===== config.mk =====
export PLATFORM = sky130hd
export DESIGN_NAME = mac_pwr_seq
export DESIGN_NICKNAME = d
export VERILOG_FILES = /design/src/rtl/mac_pwr_seq.sv
export SDC_FILE = /design/constraint.sdc
export NUM_CORES = 1
export LEC_CHECK = 0
export BUFFER_PORTS_ARGS = -buffer_cell sky130_fd_sc_hd__buf_2
export CORE_ASPECT_RATIO = 0.8
export CORE_MARGIN = 2
export CORE_UTILIZATION = 25
export DETAILED_ROUTE_END_ITERATION = 8
export GPL_TIMING_DRIVEN = 0
export PLACE_DENSITY = 0.53
export SETUP_SLACK_MARGIN = 0.5
export SYNTH_ARGS = -nofsm -noshare
export SYNTH_HDL_FRONTEND = slang
export SYNTH_SLANG_ARGS = --single-unit
export TNS_END_PERCENT = 50

===== constraint.sdc =====
create_clock -name pclk -period 1.6 [get_ports pclk]
set_clock_uncertainty 0.05 [all_clocks]
set_input_delay 0.4 -clock pclk [delete_from_list [all_inputs] [get_ports pclk]]
set_output_delay 0.4 -clock pclk [all_outputs]
set_load 0.05 [all_outputs]

===== src/rtl/mac_pwr_seq.sv =====
// Power-sequencing controller for the Ethernet MAC power domain: orders clock gating,
// isolation, retention save/restore and the two-stage power switches on sleep and wake.
module mac_pwr_seq #(
  parameter int unsigned SAVE_DLY = 2,
  parameter int unsigned PWR_DLY  = 8,
  parameter int unsigned CNT_W    = 8
) (
  input  logic       pclk,
  input  logic       n_preset,
  input  logic       sleep_en,
  input  logic       macb_idle_int,
  input  logic       macb_wakeup,
  input  logic       sw_sleep_req,
  input  logic       sw_wake_req,
  output logic       gate_clk_mac,
  output logic       isolate_mac,
  output logic       save_edge_mac,
  output logic       restore_edge_mac,
  output logic       pwr1_on_mac,
  output logic       pwr2_on_mac,
  output logic [3:0] mac_pwr_state,
  output logic       pwr_seq_busy,
  output logic       pwr_seq_done
);

  localparam int unsigned ST_W = 4;

  localparam logic [ST_W-1:0] ST_ON       = 4'd0;
  localparam logic [ST_W-1:0] ST_GATE     = 4'd1;
  localparam logic [ST_W-1:0] ST_ISO      = 4'd2;
  localparam logic [ST_W-1:0] ST_SAVE     = 4'd3;
  localparam logic [ST_W-1:0] ST_PWR2_OFF = 4'd4;
  localparam logic [ST_W-1:0] ST_PWR1_OFF = 4'd5;
  localparam logic [ST_W-1:0] ST_OFF      = 4'd6;
  localparam logic [ST_W-1:0] ST_PWR1_ON  = 4'd7;
  localparam logic [ST_W-1:0] ST_PWR2_ON  = 4'd8;
  localparam logic [ST_W-1:0] ST_RESTORE  = 4'd9;
  localparam logic [ST_W-1:0] ST_DEISO    = 4'd10;
  localparam logic [ST_W-1:0] ST_UNGATE   = 4'd11;

  localparam logic [CNT_W-1:0] SAVE_LOAD = CNT_W'(SAVE_DLY - 1);
  localparam logic [CNT_W-1:0] PWR_LOAD  = CNT_W'(PWR_DLY - 1);

  logic [ST_W-1:0]  r_state;
  logic [ST_W-1:0]  w_state_nxt;
  logic [CNT_W-1:0] r_cnt;
  logic [CNT_W-1:0] w_cnt_nxt;
  logic             r_wake_pend;
  logic             w_wake_pend_nxt;
  logic             r_idle_q;
  logic             r_idle_arm;

  logic w_wake_trig;
  logic w_sleep_trig;
  logic w_idle_rise;
  logic w_cnt_zero;
  logic w_in_pwr_down;

  logic w_gate;
  logic w_iso;
  logic w_save;
  logic w_restore;
  logic w_pwr1;
  logic w_pwr2;
  logic w_busy;
  logic w_done;

  // r_idle_arm masks the first cycle after reset so a level already high is not an edge
  assign w_idle_rise   = macb_idle_int & ~r_idle_q & r_idle_arm;
  assign w_wake_trig   = macb_wakeup | sw_wake_req;
  assign w_sleep_trig  = sw_sleep_req | (sleep_en & w_idle_rise);
  assign w_cnt_zero    = (r_cnt == '0);
  assign w_in_pwr_down = (r_state >= ST_GATE) && (r_state <= ST_PWR1_OFF);

  // State, delay counter, pending wake and idle edge-detect registers
  always_ff @(posedge pclk or negedge n_preset) begin
    if (!n_preset) begin
      r_state     <= ST_ON;
      r_cnt       <= '0;
      r_wake_pend <= 1'b0;
      r_idle_q    <= 1'b0;
      r_idle_arm  <= 1'b0;
    end else begin
      r_state     <= w_state_nxt;
      r_cnt       <= w_cnt_nxt;
      r_wake_pend <= w_wake_pend_nxt;
      r_idle_q    <= macb_idle_int;
      r_idle_arm  <= 1'b1;
    end
  end

  // Next-state, counter and pending-wake logic
  always_comb begin
    w_state_nxt     = r_state;
    w_wake_pend_nxt = r_wake_pend;
    w_cnt_nxt       = w_cnt_zero ? '0 : r_cnt - CNT_W'(1);

    case (r_state)
      ST_ON:       if (!w_wake_trig && w_sleep_trig) w_state_nxt = ST_GATE;
      ST_GATE:     w_state_nxt = ST_ISO;
      ST_ISO:      w_state_nxt = ST_SAVE;
      ST_SAVE:     if (w_cnt_zero) w_state_nxt = ST_PWR2_OFF;
      ST_PWR2_OFF: if (w_cnt_zero) w_state_nxt = ST_PWR1_OFF;
      ST_PWR1_OFF: if (w_cnt_zero) w_state_nxt = ST_OFF;
      ST_OFF: begin
        if (w_wake_trig || r_wake_pend) begin
          w_state_nxt     = ST_PWR1_ON;
          w_wake_pend_nxt = 1'b0;
        end
      end
      ST_PWR1_ON:  if (w_cnt_zero) w_state_nxt = ST_PWR2_ON;
      ST_PWR2_ON:  if (w_cnt_zero) w_state_nxt = ST_RESTORE;
      ST_RESTORE:  w_state_nxt = ST_DEISO;
      ST_DEISO:    w_state_nxt = ST_UNGATE;
      ST_UNGATE:   w_state_nxt = ST_ON;
      default:     w_state_nxt = ST_ON;
    endcase

    // A wake arriving mid power-down is remembered and honoured once OFF is reached
    if (w_in_pwr_down && w_wake_trig) w_wake_pend_nxt = 1'b1;

    if (w_state_nxt != r_state) begin
      case (w_state_nxt)
        ST_SAVE:     w_cnt_nxt = SAVE_LOAD;
        ST_PWR2_OFF,
        ST_PWR1_OFF,
        ST_PWR1_ON,
        ST_PWR2_ON:  w_cnt_nxt = PWR_LOAD;
        default:     w_cnt_nxt = '0;
      endcase
    end
  end

  // Domain controls decoded from the current state; illegal codes look like ON
  always_comb begin
    w_gate    = 1'b0;
    w_iso     = 1'b0;
    w_save    = 1'b0;
    w_restore = 1'b0;
    w_pwr1    = 1'b1;
    w_pwr2    = 1'b1;
    w_busy    = 1'b0;
    w_done    = 1'b0;

    case (r_state)
      ST_GATE: begin
        w_gate = 1'b1;
        w_busy = 1'b1;
      end
      ST_ISO: begin
        w_gate = 1'b1;
        w_iso  = 1'b1;
        w_busy = 1'b1;
      end
      ST_SAVE: begin
        w_gate = 1'b1;
        w_iso  = 1'b1;
        w_save = 1'b1;
        w_busy = 1'b1;
      end
      ST_PWR2_OFF, ST_PWR1_ON: begin
        w_gate = 1'b1;
        w_iso  = 1'b1;
        w_pwr2 = 1'b0;
        w_busy = 1'b1;
      end
      ST_PWR1_OFF: begin
        w_gate = 1'b1;
        w_iso  = 1'b1;
        w_pwr1 = 1'b0;
        w_pwr2 = 1'b0;
        w_busy = 1'b1;
      end
      ST_OFF: begin
        w_gate = 1'b1;
        w_iso  = 1'b1;
        w_pwr1 = 1'b0;
        w_pwr2 = 1'b0;
      end
      ST_PWR2_ON: begin
        w_gate = 1'b1;
        w_iso  = 1'b1;
        w_busy = 1'b1;
      end
      ST_RESTORE: begin
        w_gate    = 1'b1;
        w_iso     = 1'b1;
        w_restore = 1'b1;
        w_busy    = 1'b1;
      end
      ST_DEISO: begin
        w_gate = 1'b1;
        w_busy = 1'b1;
      end
      ST_UNGATE: w_busy = 1'b1;
      default: ;
    endcase

    // mac_pwr_state still holds the previous state, so a difference marks arrival
    if (((r_state == ST_ON) || (r_state == ST_OFF)) && (r_state != mac_pwr_state))
      w_done = 1'b1;
  end

  // Output registers
  always_ff @(posedge pclk or negedge n_preset) begin
    if (!n_preset) begin
      gate_clk_mac     <= 1'b0;
      isolate_mac      <= 1'b0;
      save_edge_mac    <= 1'b0;
      restore_edge_mac <= 1'b0;
      pwr1_on_mac      <= 1'b1;
      pwr2_on_mac      <= 1'b1;
      mac_pwr_state    <= ST_ON;
      pwr_seq_busy     <= 1'b0;
      pwr_seq_done     <= 1'b0;
    end else begin
      gate_clk_mac     <= w_gate;
      isolate_mac      <= w_iso;
      save_edge_mac    <= w_save;
      restore_edge_mac <= w_restore;
      pwr1_on_mac      <= w_pwr1;
      pwr2_on_mac      <= w_pwr2;
      mac_pwr_state    <= r_state;
      pwr_seq_busy     <= w_busy;
      pwr_seq_done     <= w_done;
    end
  end

endmodule


==> out/metrics.yaml <==
status: "complete, but fails checks"
violations: "setup timing"
grt_usage_pct: 11.9
power.total_mw: 4.39
synth-seq-cells: 27
synth_edf_count: 0
ys_seq_area_share_pct: 50.5
worstPathArrival_ps: 1880
leakagePower_nw: 0.873
synth_cell_types: 48
hold_buffers: 0
end_kind: "flop"
max_freq_mhz: 573
rsz0062_at_grt: "true"
hp-class: "primary input to async pin"
p_switching_mw: 1.93
overflow: 0
cts_tree: "done"
cap_violations: 0
period_needed_ps: 1750
p_int_mw: 2.46
synth_top_area_share_pct: 46.6
nNetsFinal: 176
fin_ws_ps: -146
grt_max_degree: 28
synth_area_per_cell_um2: 10.9
initial_core_util_pct: 26.4
ys_warn_count: 0
antenna_cells: 0
ir_drop_mv: 0.910
clock_power_share_pct: 9.1
core_mm2: 0.00509
hpwlAfterDp_mm: 2.10
drt_wl_total_mm: 3.52
ant_nets: 0
dr_total_vias: 1158
crit_type: "flop to flop"
synth-main-ff-cell: "dfrtp_1"
synth.largest_area_cell: "dfrtp_1"
h-tree-depth: 1
fp.dieW_um: 85.9
worstRegToRegCells: 8
grt_pass1_wl_mm: 5.65
largest_register_ff_count: 8
comb_power_share_pct: 64.1
post-route-period-util_pct: 109
post-synth-top-count-cell: "dfrtp_1"
switching_share_pct: 44.0
yosys-top-cells-area: "dfrtp_1, dfstp_2, xnor2_1"
cts_buffer_depth: 2
dieArea_mm2: 0.00598
antenna_found_initial: 0
drive_gt1_share_pct: 55.7
io_pins: 19
syn_to_final_growth_pct: 56.8
worstPathMaxFanout: 7
fp.dieH_um: 69.5
finalSetupTns_ps: -749
syn_area_mm2: 0.00134
clock_sinks: 27
synth_async_sr_flop_share_pct: 100
start_kind: "flop"
io_buffers: 18
pwr-share-seq_pct: 26.9
top_register: "r_cnt"
cts_buffers: 3
p_per_area_mw_per_mm2: 2080
worstMarginPinSlew_ps: 625
first_pass_iters: 4
syn_inst: 123
slew_headroom_pct: 58.3
crit_required_ps: 1740
wl_per_cell_um: 15.4
cts-root-buf: "clkbuf_8"
largest_registers: "r_cnt (8), mac_pwr_state (4), r_state (4)"
row_count: 23
final-setup-viol-count: 8
routabilityCongestion: 0.797
syn_nets: 131
drt_iter0_markers: 60
drv_slew: 0
via_per_inst: 5.06
grt_pass1_vias: 1154
hold_viol_final: 0
synth_commonest_cells: "dfrtp_1, nor2_1, nand2_1"
drc_errors: 0
clk_pin_slew_ps: 100
clk_latency_ps: 280
-- cell families (layout without fill, tap and decap cells) --
family | Yosys count | count (layout) | synth area share (%)
xor gates and xnor gates | 7 | 7 | 4.57
DFF | 27 | 27 | 50.5
and+or+nand+nor | 43 | 43 | 20.1
other | 1 | 1 | 0.279
muxes | 1 | 1 | 0.746
AOI/OAI and AO/OA | 31 | 31 | 17.1
buffers and inverters | 12 | 56 | 5.68
adders and majority gates | 1 | 1 | 0.932
-- final timing paths --
path,from,endpoint,slack (ps)
min in group pclk,macb_idle_int,r_idle_q,190
worst max-delay path,r_cnt[0],r_cnt[6],-150
worst min-delay path,n_preset,pwr_seq_done,70
max in group asynchronous,n_preset,r_cnt[2],970
worst min register to register,r_state[1],mac_pwr_state[1],360
worst max register to register,r_cnt[0],r_cnt[6],-150
-- cell usage in the layout, fill, tap and decap left out, drive strengths merged, types with 2 or more instances in the layout --
cell type and count:
xnor2 5, nor4 4, nand2 8, nand3 2, a21oi 7, nand2b 3, xor2 2, clkbuf 3
o22ai 3, o21ai 3, buf 47, nor3b 2, o41ai 2, nor2b 4, a31oi 3, inv 5
nor3 2, nor2 11, dfstp 2, dfrtp 25
-- final cells by class --
type                       instances  area [um2]
inverter                           5        18.8
fill                             469        2990
multi-input combinational         84         828
timing repair buffer              40         369
buffer                             7        83.8
clock inverter                     1        5.00
tap                               62        77.6
clock buffer                       3        41.3
sequential                        27         682
-- what timing repair did --
action | in CTS | in global routing
pin swaps | 17 | 18
buffers inserted | 15 | 7
gates resized for setup | 59 | 23
endpoints found under the setup margin | 31 | 33
-- critical path, cell delays in order, from the launching register on --
cell     delay, ps
dfrtp_1        390
inv_2           50
ha_4           160
nor4b_4        130
buf_6          150
buf_4          140
a31oi_1        230
o22ai_1        130
nor4_2         230
-- per-layer routing --
metal / GRT usage [%] / share of wire (%)
met2: 17.7 / 47
met4: 3.88 / 2.3
met3: 2.86 / 6.3
met1: 16.8 / 45
met5: 0 / 0
-- metrics by stage --
| stage | worst slack [ps] | std cells | util, % | instance area, um2 | hold slack, ps |
|---|---|---|---|---|---|
| floorplan | -91.4 | 123 | - | 1360 | 54.4 |
| global placement | -245 | 203 | 29.9 | 1520 | 311 |
| detailed placement | -284 | 203 | 29.9 | 1520 | 319 |
| CTS | -133 | 222 | 37.8 | 1930 | 89.6 |
| global route | -210 | 229 | 41.3 | 2110 | 114 |
| finish | -146 | 229 | 41.3 | 2110 | 71.0 |
-- power groups by stage --
stage / clock network [mW] / registers [mW] / logic [mW]
final: 0.398 / 1.18 / 2.81
after global routing: 0.441 / 1.21 / 2.98
after CTS: 0.406 / 1.15 / 2.42
after detailed placement: 0 / 1.10 / 1.73
after global placement: 0 / 1.09 / 1.69
after floorplan: 0 / 1.42 / 1.03
No activity file was read; power rests on OpenSTA's default activity.
